### config.mk
export PLATFORM = sky130hd
export DESIGN_NAME = bmem_arbiter
export DESIGN_NICKNAME = d
export VERILOG_FILES = /design/src/rtl/bmem_arbiter.sv
export SDC_FILE = /design/constraint.sdc
export NUM_CORES = 2
export LEC_CHECK = 0
export CAP_MARGIN = 10
export CORE_AREA = 2 2 400 402
export DETAILED_ROUTE_END_ITERATION = 8
export DIE_AREA = 0 0 402 404
export PLACE_DENSITY = 0.6
export SLEW_MARGIN = 0
export SYNTH_ARGS = -nofsm -noshare
export SYNTH_HDL_FRONTEND = slang
export SYNTH_SLANG_ARGS = --single-unit
### constraint.sdc
create_clock -name clk -period 2.4 [get_ports clk]
set_input_delay 0.48 -clock clk [delete_from_list [all_inputs] [get_ports clk]]
set_output_delay 0.48 -clock clk [all_outputs]
set_load 0.02 [all_outputs]
### src/rtl/bmem_arbiter.sv
// Shares one burst memory port between I-cache line reads and D-cache reads/write-backs.
// Tracks one outstanding read per requester and reassembles returned beats by line address.
module bmem_arbiter #(
  parameter int ADDR_W = 32,
  parameter int BEAT_W = 64,
  parameter int LINE_W = 256
) (
  input  logic              clk,
  input  logic              rst_n,
  input  logic              ic_read,
  input  logic [ADDR_W-1:0] ic_addr,
  output logic [LINE_W-1:0] ic_rdata,
  output logic              ic_resp,
  input  logic              dc_read,
  input  logic              dc_write,
  input  logic [ADDR_W-1:0] dc_addr,
  input  logic [LINE_W-1:0] dc_wdata,
  output logic [LINE_W-1:0] dc_rdata,
  output logic              dc_resp,
  output logic [ADDR_W-1:0] bmem_addr,
  output logic              bmem_read,
  output logic              bmem_write,
  output logic [BEAT_W-1:0] bmem_wdata,
  input  logic              bmem_ready,
  input  logic [ADDR_W-1:0] bmem_raddr,
  input  logic [BEAT_W-1:0] bmem_rdata,
  input  logic              bmem_rvalid
);

  localparam int BEATS = LINE_W / BEAT_W;
  localparam int CNT_W = $clog2(BEATS);
  localparam logic [ADDR_W-1:0] OFF_MASK = ADDR_W'((LINE_W / 8) - 1);
  localparam logic [CNT_W-1:0] LAST_BEAT = CNT_W'(BEATS - 1);

  typedef enum logic [1:0] {IDLE, RD_ISSUE, WR_BURST} state_t;

  // Requester index 0 is the I-cache, index 1 is the D-cache.
  logic [1:0]        req_any;
  logic [1:0]        req_rd;
  logic [1:0]        elig;
  logic [1:0]        out_flag;
  logic [1:0]        accept;
  logic [1:0]        rd_done;
  logic [1:0]        resp_pending;
  logic [ADDR_W-1:0] req_line [2];
  logic [ADDR_W-1:0] lat_line [2];
  logic [LINE_W-1:0] rdata_line [2];

  state_t            state_reg, state_next;
  logic              owner_reg, owner_next;
  logic              favor_dc_reg, favor_dc_next;
  logic [CNT_W-1:0]  beat_reg, beat_next;
  logic              bmem_read_reg, bmem_read_next;
  logic              bmem_write_reg, bmem_write_next;
  logic [ADDR_W-1:0] bmem_addr_reg, bmem_addr_next;
  logic [BEAT_W-1:0] bmem_wdata_reg, bmem_wdata_next;
  logic              wr_done_reg, wr_done_next;
  logic              pick_dc;

  assign req_any      = {dc_read | dc_write, ic_read};
  assign req_rd       = {dc_read, ic_read};
  assign req_line[0]  = ic_addr & ~OFF_MASK;
  assign req_line[1]  = dc_addr & ~OFF_MASK;
  assign resp_pending = {dc_resp, ic_resp};

  genvar gi;
  generate
    for (gi = 0; gi < 2; gi++) begin : g_lane
      logic              out_reg;
      logic [CNT_W-1:0]  cnt_reg;
      logic [ADDR_W-1:0] lat_reg;
      logic [LINE_W-1:0] buf_reg, buf_next;
      logic [LINE_W-1:0] rdata_reg;
      logic              done_reg;
      logic              hit;

      // A same-line read waits for the other requester's read to drain.
      assign elig[gi] = req_any[gi] && !out_flag[gi] && !resp_pending[gi] &&
                        !(req_rd[gi] && out_flag[1-gi] && (lat_line[1-gi] == req_line[gi]));

      assign hit = bmem_rvalid && out_reg && (lat_reg == bmem_raddr);

      always_comb begin
        buf_next = buf_reg;
        buf_next[cnt_reg*BEAT_W +: BEAT_W] = bmem_rdata;
      end

      always_ff @(posedge clk) begin
        if (!rst_n) begin
          out_reg   <= 1'b0;
          cnt_reg   <= '0;
          lat_reg   <= '0;
          buf_reg   <= '0;
          rdata_reg <= '0;
          done_reg  <= 1'b0;
        end else begin
          done_reg <= 1'b0;
          if (accept[gi]) begin
            out_reg <= 1'b1;
            lat_reg <= bmem_addr_reg;
            cnt_reg <= '0;
          end else if (hit) begin
            buf_reg <= buf_next;
            cnt_reg <= cnt_reg + 1'b1;
            if (cnt_reg == LAST_BEAT) begin
              out_reg   <= 1'b0;
              rdata_reg <= buf_next;
              done_reg  <= 1'b1;
            end
          end
        end
      end

      assign out_flag[gi]   = out_reg;
      assign lat_line[gi]   = lat_reg;
      assign rdata_line[gi] = rdata_reg;
      assign rd_done[gi]    = done_reg;
    end
  endgenerate

  // Round-robin: D-cache wins a tie unless it was the last one granted.
  assign pick_dc = elig[1] && (!elig[0] || favor_dc_reg);

  always_comb begin
    state_next      = state_reg;
    owner_next      = owner_reg;
    favor_dc_next   = favor_dc_reg;
    beat_next       = beat_reg;
    bmem_read_next  = bmem_read_reg;
    bmem_write_next = bmem_write_reg;
    bmem_addr_next  = bmem_addr_reg;
    bmem_wdata_next = bmem_wdata_reg;
    wr_done_next    = 1'b0;
    accept          = '0;
    case (state_reg)
      IDLE: begin
        if (|elig) begin
          owner_next     = pick_dc;
          favor_dc_next  = !pick_dc;
          bmem_addr_next = pick_dc ? req_line[1] : req_line[0];
          if (pick_dc && dc_write) begin
            state_next      = WR_BURST;
            bmem_write_next = 1'b1;
            beat_next       = '0;
            bmem_wdata_next = dc_wdata[BEAT_W-1:0];
          end else begin
            state_next     = RD_ISSUE;
            bmem_read_next = 1'b1;
          end
        end
      end
      RD_ISSUE: begin
        if (bmem_ready) begin
          bmem_read_next     = 1'b0;
          state_next         = IDLE;
          accept[owner_reg]  = 1'b1;
        end
      end
      WR_BURST: begin
        if (bmem_ready) begin
          if (beat_reg == LAST_BEAT) begin
            bmem_write_next = 1'b0;
            state_next      = IDLE;
            wr_done_next    = 1'b1;
          end else begin
            beat_next       = beat_reg + 1'b1;
            bmem_wdata_next = dc_wdata[(beat_reg + 1'b1)*BEAT_W +: BEAT_W];
          end
        end
      end
      default: state_next = IDLE;
    endcase
  end

  always_ff @(posedge clk) begin
    if (!rst_n) begin
      state_reg      <= IDLE;
      owner_reg      <= 1'b0;
      favor_dc_reg   <= 1'b1;
      beat_reg       <= '0;
      bmem_read_reg  <= 1'b0;
      bmem_write_reg <= 1'b0;
      bmem_addr_reg  <= '0;
      bmem_wdata_reg <= '0;
      wr_done_reg    <= 1'b0;
    end else begin
      state_reg      <= state_next;
      owner_reg      <= owner_next;
      favor_dc_reg   <= favor_dc_next;
      beat_reg       <= beat_next;
      bmem_read_reg  <= bmem_read_next;
      bmem_write_reg <= bmem_write_next;
      bmem_addr_reg  <= bmem_addr_next;
      bmem_wdata_reg <= bmem_wdata_next;
      wr_done_reg    <= wr_done_next;
    end
  end

  assign bmem_read  = bmem_read_reg;
  assign bmem_write = bmem_write_reg;
  assign bmem_addr  = bmem_addr_reg;
  assign bmem_wdata = bmem_wdata_reg;
  assign ic_resp    = rd_done[0];
  assign dc_resp    = rd_done[1] | wr_done_reg;
  assign ic_rdata   = rdata_line[0];
  assign dc_rdata   = rdata_line[1];

endmodule

### Word-level counts from Yosys, hierarchy flattened

Index checks and enable logic that the tools add are counted.

| storage, ports and cells | value |
|---|---|
| memories kept | 0 |
| flip-flop bits (word level) | 1201 |
| ROM bits | 0 |
| RAM bits | 0 |
| bits in latches | 0 |
| output and inout port bits | 612 |
| logic and storage cells | 148 |
| input port bits | 423 |

| operators by class | value |
|---|---|
| order comparisons | 2 |
| reduce and logical (&&, ||, !) cells | 50 |
| shift-type cells | 5 |
| muxes and demuxes | 41 |
| equal/unequal tests | 16 |
| divide/modulo/power cells | 0 |
| bitwise operators | 7 |
| add/sub/neg operators | 6 |
| multipliers | 0 |

Operators with widths:

| kind | number |
|---|---|
| 256-bit bitwise mux | 2 |
| 64-bit by 34-bit variable shift with 256-bit output, first input constant | 2 |
| 64-bit by 34-bit indexed part select with 256-bit output | 2 |
| 64-bit two-way mux | 4 |
| 256-bit by 10-bit indexed part select with 64-bit output | 1 |
| 32-bit equality test | 4 |
| 64-bit one-hot mux with 2 select lines | 1 |
| 8-bit negation with 34-bit output | 2 |
| 32-bit two-way mux | 1 |
| 2-bit two-way mux | 11 |
| 1-bit logical AND | 17 |
| 1-bit two-way mux | 17 |
| 2-bit != test, second input constant | 7 |
| 2-bit nonzero test | 6 |
| 2-bit AND reduction | 5 |
| 5-bit AND reduction | 2 |
| 3-bit AND reduction | 3 |
| 2-bit equality test, second input constant | 4 |
| 1-bit logical NOT | 8 |
| 4-bit AND reduction | 2 |
| 2-bit by 1-bit adder with 2-bit output, second input constant | 3 |
| 2-bit one-hot mux with 3 select lines | 1 |
| 2-bit OR reduction | 3 |
| 3-bit OR reduction | 2 |
| other kinds (11) | 17 |

### Longest topological paths before layout

| depth | value |
|---|---|
| word-level depth | 11 |
| depth in mapped cells | 9 |
| mapped depth without buffers | 7 |

### Worst setup path before layout

No wires, ideal clock.

| timing path | value |
|---|---|
| kind | input -> register |
| start point | in bmem_raddr[0] |
| end point | reg g_lane[1].rdata_reg[100], in the netlist dc_rdata[100] |
| buffers on the path | 2 |
| data required time | 2281 ps |
| arrival | 2238 ps |
| library setup time | 119 ps |
| setup slack | 43 ps |
| stages on the path | 8 |
| cell sequence | nor4_1 > nand3b_1 > or3_1 > nor4_4 > a31oi_1 > clkbuf_1 > buf_2 > o2bb2ai_1 |

| on the way | value |
|---|---|
| longest elaborated chain between the ends | 3 |

Ends and longest elaborated chain:

| item | RTL line | text |
|---|---|---|
| start, declared | 25 | `input logic [ADDR_W-1:0] bmem_raddr,` |
| 32-bit equality test | 81 | `assign hit = bmem_rvalid && out_reg && (lat_reg == bmem_raddr);` |
| 1-bit logical AND | 81 |  |
| 3-bit AND reduction (no line) | n/a |  |
| end signal, assigned | 107 | `rdata_reg <= buf_next;` |
| end, declared | 73 | `logic [LINE_W-1:0] rdata_reg;` |

No other way between the ends.
A chain may end at the register's enable or synchronous reset.

### Final worst setup path

| timing path | value |
|---|---|
| start point | reg g_lane[1].lat_reg[9] |
| end point | reg g_lane[1].rdata_reg[160], in the netlist dc_rdata[160] |

| on the way | value |
|---|---|
| longest elaborated chain between the ends | 3 |

Ends and longest elaborated chain:

| item | RTL line | text |
|---|---|---|
| start, declared | 71 | `logic [ADDR_W-1:0] lat_reg;` |
| start signal, assigned | 100 | `lat_reg <= bmem_addr_reg;` |
| 32-bit equality test | 81 |  |
| 1-bit logical AND | 81 |  |
| 3-bit AND reduction (no line) | n/a |  |

No other way between the ends.

==> results.ini <==
[synthesis]
ys_top_cells_by_count = dfxtp_1, nand2_1, a21oi_1, nor2b_1, clkbuf_1
netlist.area_leader.share_pct = 47.9
avgSynthCellArea_um2 = 8.86
synth_xor_area_share_pct = 1.94
yosysWarnings = 0
synth_compound_area_share_pct = 21.2
synth.area.top_cells = dfxtp_1, mux2i_1, nor2b_1
synth_fa_ha_area_share_pct = 0.328
syn-cell-area_um2 = 49600
syn_inst = 5601
synth-seq-area-share_pct = 47.9
ys.flop_type = dfxtp_1
post-synth-top-area-cell = dfxtp_1
synth_edf_count = 0
synth-simple-area-share_pct = 16.2
synth_top_family_by_area = compound AO/OA/AOI/OAI gates
ys_types = 52
synthMuxAreaShare_pct = 6.46
synth_seq_cells = 1186
async_flop_share_pct = 0
yosysMostFrequentCell = dfxtp_1

[die]
die_x_um = 402
num_io_pins = 1035
rows = 146
die_area_um2 = 162000
initial_utilization_pct = 31.4
die_h_um = 404
fp.coreArea_um2 = 158000

[critical_path]
cp-startpoint = g_lane[1].lat_reg[9]
crit_arrival_ns = 3.29
ff2ff_path_depth = 10
cp_max_fo = 31
critPathKind = reg -> reg
start_kind = flop
crit_path_end_kind = flop
crit_path_end = dc_rdata[160]
rr_endpoint = dc_rdata[160]
timing.rr.start = g_lane[1].lat_reg[9]
r2r_setup_slack_ns = -0.23
crit_required_ns = 3.06

[drt]
dr.first_iter.drc_count = 3266
drt-pass1-iter-count = 6
num_vias = 46200
routedWlPerCell_um = 26.7
ant_nets = 0
via_per_inst = 5.24
drc = 0
routed_wl_um = 235000

[sta]
skew_ns = 0.0569
fin_setup_tns_ns = -94.81
finalCritPeriodShare_pct = 110
max-slew-margin-rel_pct = 33.6
fmax_mhz = 380
slew_viol_final = 0
grt_setup_unrepaired = yes
setup_ws_ns = -0.232
timing_hold_violations_final = 0
setup_viol_count_final = 912
min_period_ns = 2.63
worst_slew_pin_slew_ns = 0.996

[flow_run]
max_cap_viol_count = 0

[power_and_ir_drop]
finalPower_w = 0.0468
vdd_drop_max_mv = 0.691
pwr_density_cell_nw_per_um2 = 668
power.leakage_nw = 25.9

[min_path]
hold_class = in -> reg

[grt]
grt_pass1_wl_um = 328000
overflow = 0
first_global_vias = 44200
antenna_found_initial = 39
grt_max_degree = 92
track_usage_pct = 27.7

[final_layout]
final_util_pct = 44.3
nFillCells = 15300
nets = 7036
syn2layout_area_growth_pct = 41.0
drive_gt1_share_pct = 10.4
largest_reg_flops = 512

[status]
status = finished, violations left
violations = setup timing

[clock_tree]
cts_tree = built
root_buffer = clkbuf_16
clk_pin_slew_worst_paths_ns = 0.06
clock_path_buffers = 3
insertion_delay_ns = 0.79
htreeDepth = 4
cts_num_sinks = 1186
cts_buffers = 136
hold_buffers = 0

[placement]
gp_congestion = 1.10
place_hpwl_um = 167000
numPortBuffers = 1019

[routing by layer]
layer | up-vias | share of wire (%) | global-route usage (%)
li1 | 21400 | - | -
met1 | 22500 | 39 | 32.1
met2 | 1808 | 46 | 44.9
met3 | 479 | 7.0 | 6.48
met4 | 8 | 8.7 | 20.4
met5 | - | 0.020 | 0
[kinds of logic after synthesis]
| logic type | Yosys count |
|---|---|
| buffers and inverters | 741 |
| AO/OA/AOI/OAI | 1581 |
| XOR/XNOR | 110 |
| flip-flops | 1186 |
| other | 1 |
| adder cells (fa/ha/maj) | 13 |
| multiplexers | 320 |
| AND/OR/NAND/NOR | 1649 |
[power breakdown]
group	leakage [nW]	total, W	internal [W]	switching [W]
sequential	9.57	0.0203	0.0199	0.000313
combinational	14.0	0.00466	0.00196	0.00270
clock	2.30	0.0218	0.0128	0.00902
total	25.9	0.0468	0.0347	0.0120
[per-stage QoR]
stage | area [µm²] | instances | hold slack [ns] | setup WS [ns]
6_report | 70000 | 8814 | 0.0658 | -0.232
5_1_grt | 70000 | 8805 | 0.0385 | -0.305
4_1_cts | 69400 | 8771 | 0.00380 | -0.186
3_5_place_dp | 64200 | 8506 | 0.442 | -1.06
3_3_place_gp | 64200 | 8506 | 0.438 | -0.997
2_1_floorplan | 49600 | 5605 | 0.444 | 0.0431
[how the worst min path moves through the flow]
stage / to / slack (ns) / depth (start not counted) / startpoint
3_3_place_gp: ic_rdata[64] / 0.44 / 2 / ic_rdata[64]
2_1_floorplan: favor_dc_reg / 0.44 / 2 / favor_dc_reg
6_report: g_lane[1].buf_reg[189] / 0.07 / 2 / rst_n
5_1_grt: g_lane[1].buf_reg[194] / 0.04 / 2 / rst_n
4_1_cts: g_lane[1].buf_reg[194] / 0.004 / 2 / rst_n
3_5_place_dp: ic_rdata[138] / 0.44 / 2 / ic_rdata[138]
[critical path, cell delays in order (launching register included)]
cell,delay [ns]
dfxtp_4,0.38
xnor2_2,0.15
buf_4,0.13
nand4_1,0.08
or4_4,0.55
nor4_4,0.28
buf_4,0.20
a31oi_4,0.12
buf_12,0.18
buf_12,0.21
o2bb2ai_1,0.14
[cell usage in the layout, fill, tap and decap left out, types with 29 or more instances in the layout]
cell type / synthesis / final
a211oi_1: 258 / 228
a211oi_2: 0 / 30
a21oi_1: 447 / 446
a2bb2oi_1: 192 / 192
a31oi_1: 65 / 64
and2_1: 193 / 192
buf_12: 0 / 84
buf_4: 5 / 258
clkbuf_1: 364 / 30
clkbuf_16: 0 / 146
clkbuf_8: 0 / 29
clkdlybuf4s50_1: 0 / 1016
dfxtp_1: 1186 / 1171
diode_2: 0 / 32
inv_1: 201 / 200
mux2i_1: 320 / 320
nand2_1: 573 / 573
nor2_1: 328 / 324
nor2b_1: 387 / 386
nor3_1: 72 / 68
o21ai_0: 298 / 288
o21ai_1: 24 / 34
o2bb2ai_1: 256 / 253
xnor2_1: 80 / 70
xor2_1: 30 / 30
[timing repair]
action,CTS,global route
setup endpoints to repair,1179,1086
gates cloned,8,6
gates resized for setup,44,72
pin swaps,8,15
setup buffers,9,5
[cell type report]
cell class / instances / area (µm²) / share of cell area, %
inverter: 201 / 762 / 1.09
tap: 2072 / 2590 / 3.70
clock inverter: 49 / 686 / 0.980
clock buffer: 199 / 4020 / 5.74
sequential: 1186 / 23800 / 34.0
antenna: 32 / 80.1 / 0.114
multi-input combinational: 3678 / 23500 / 33.6
timing repair buffer: 1397 / 14600 / 20.8
Note: power is estimated with default switching activity, not from simulation.
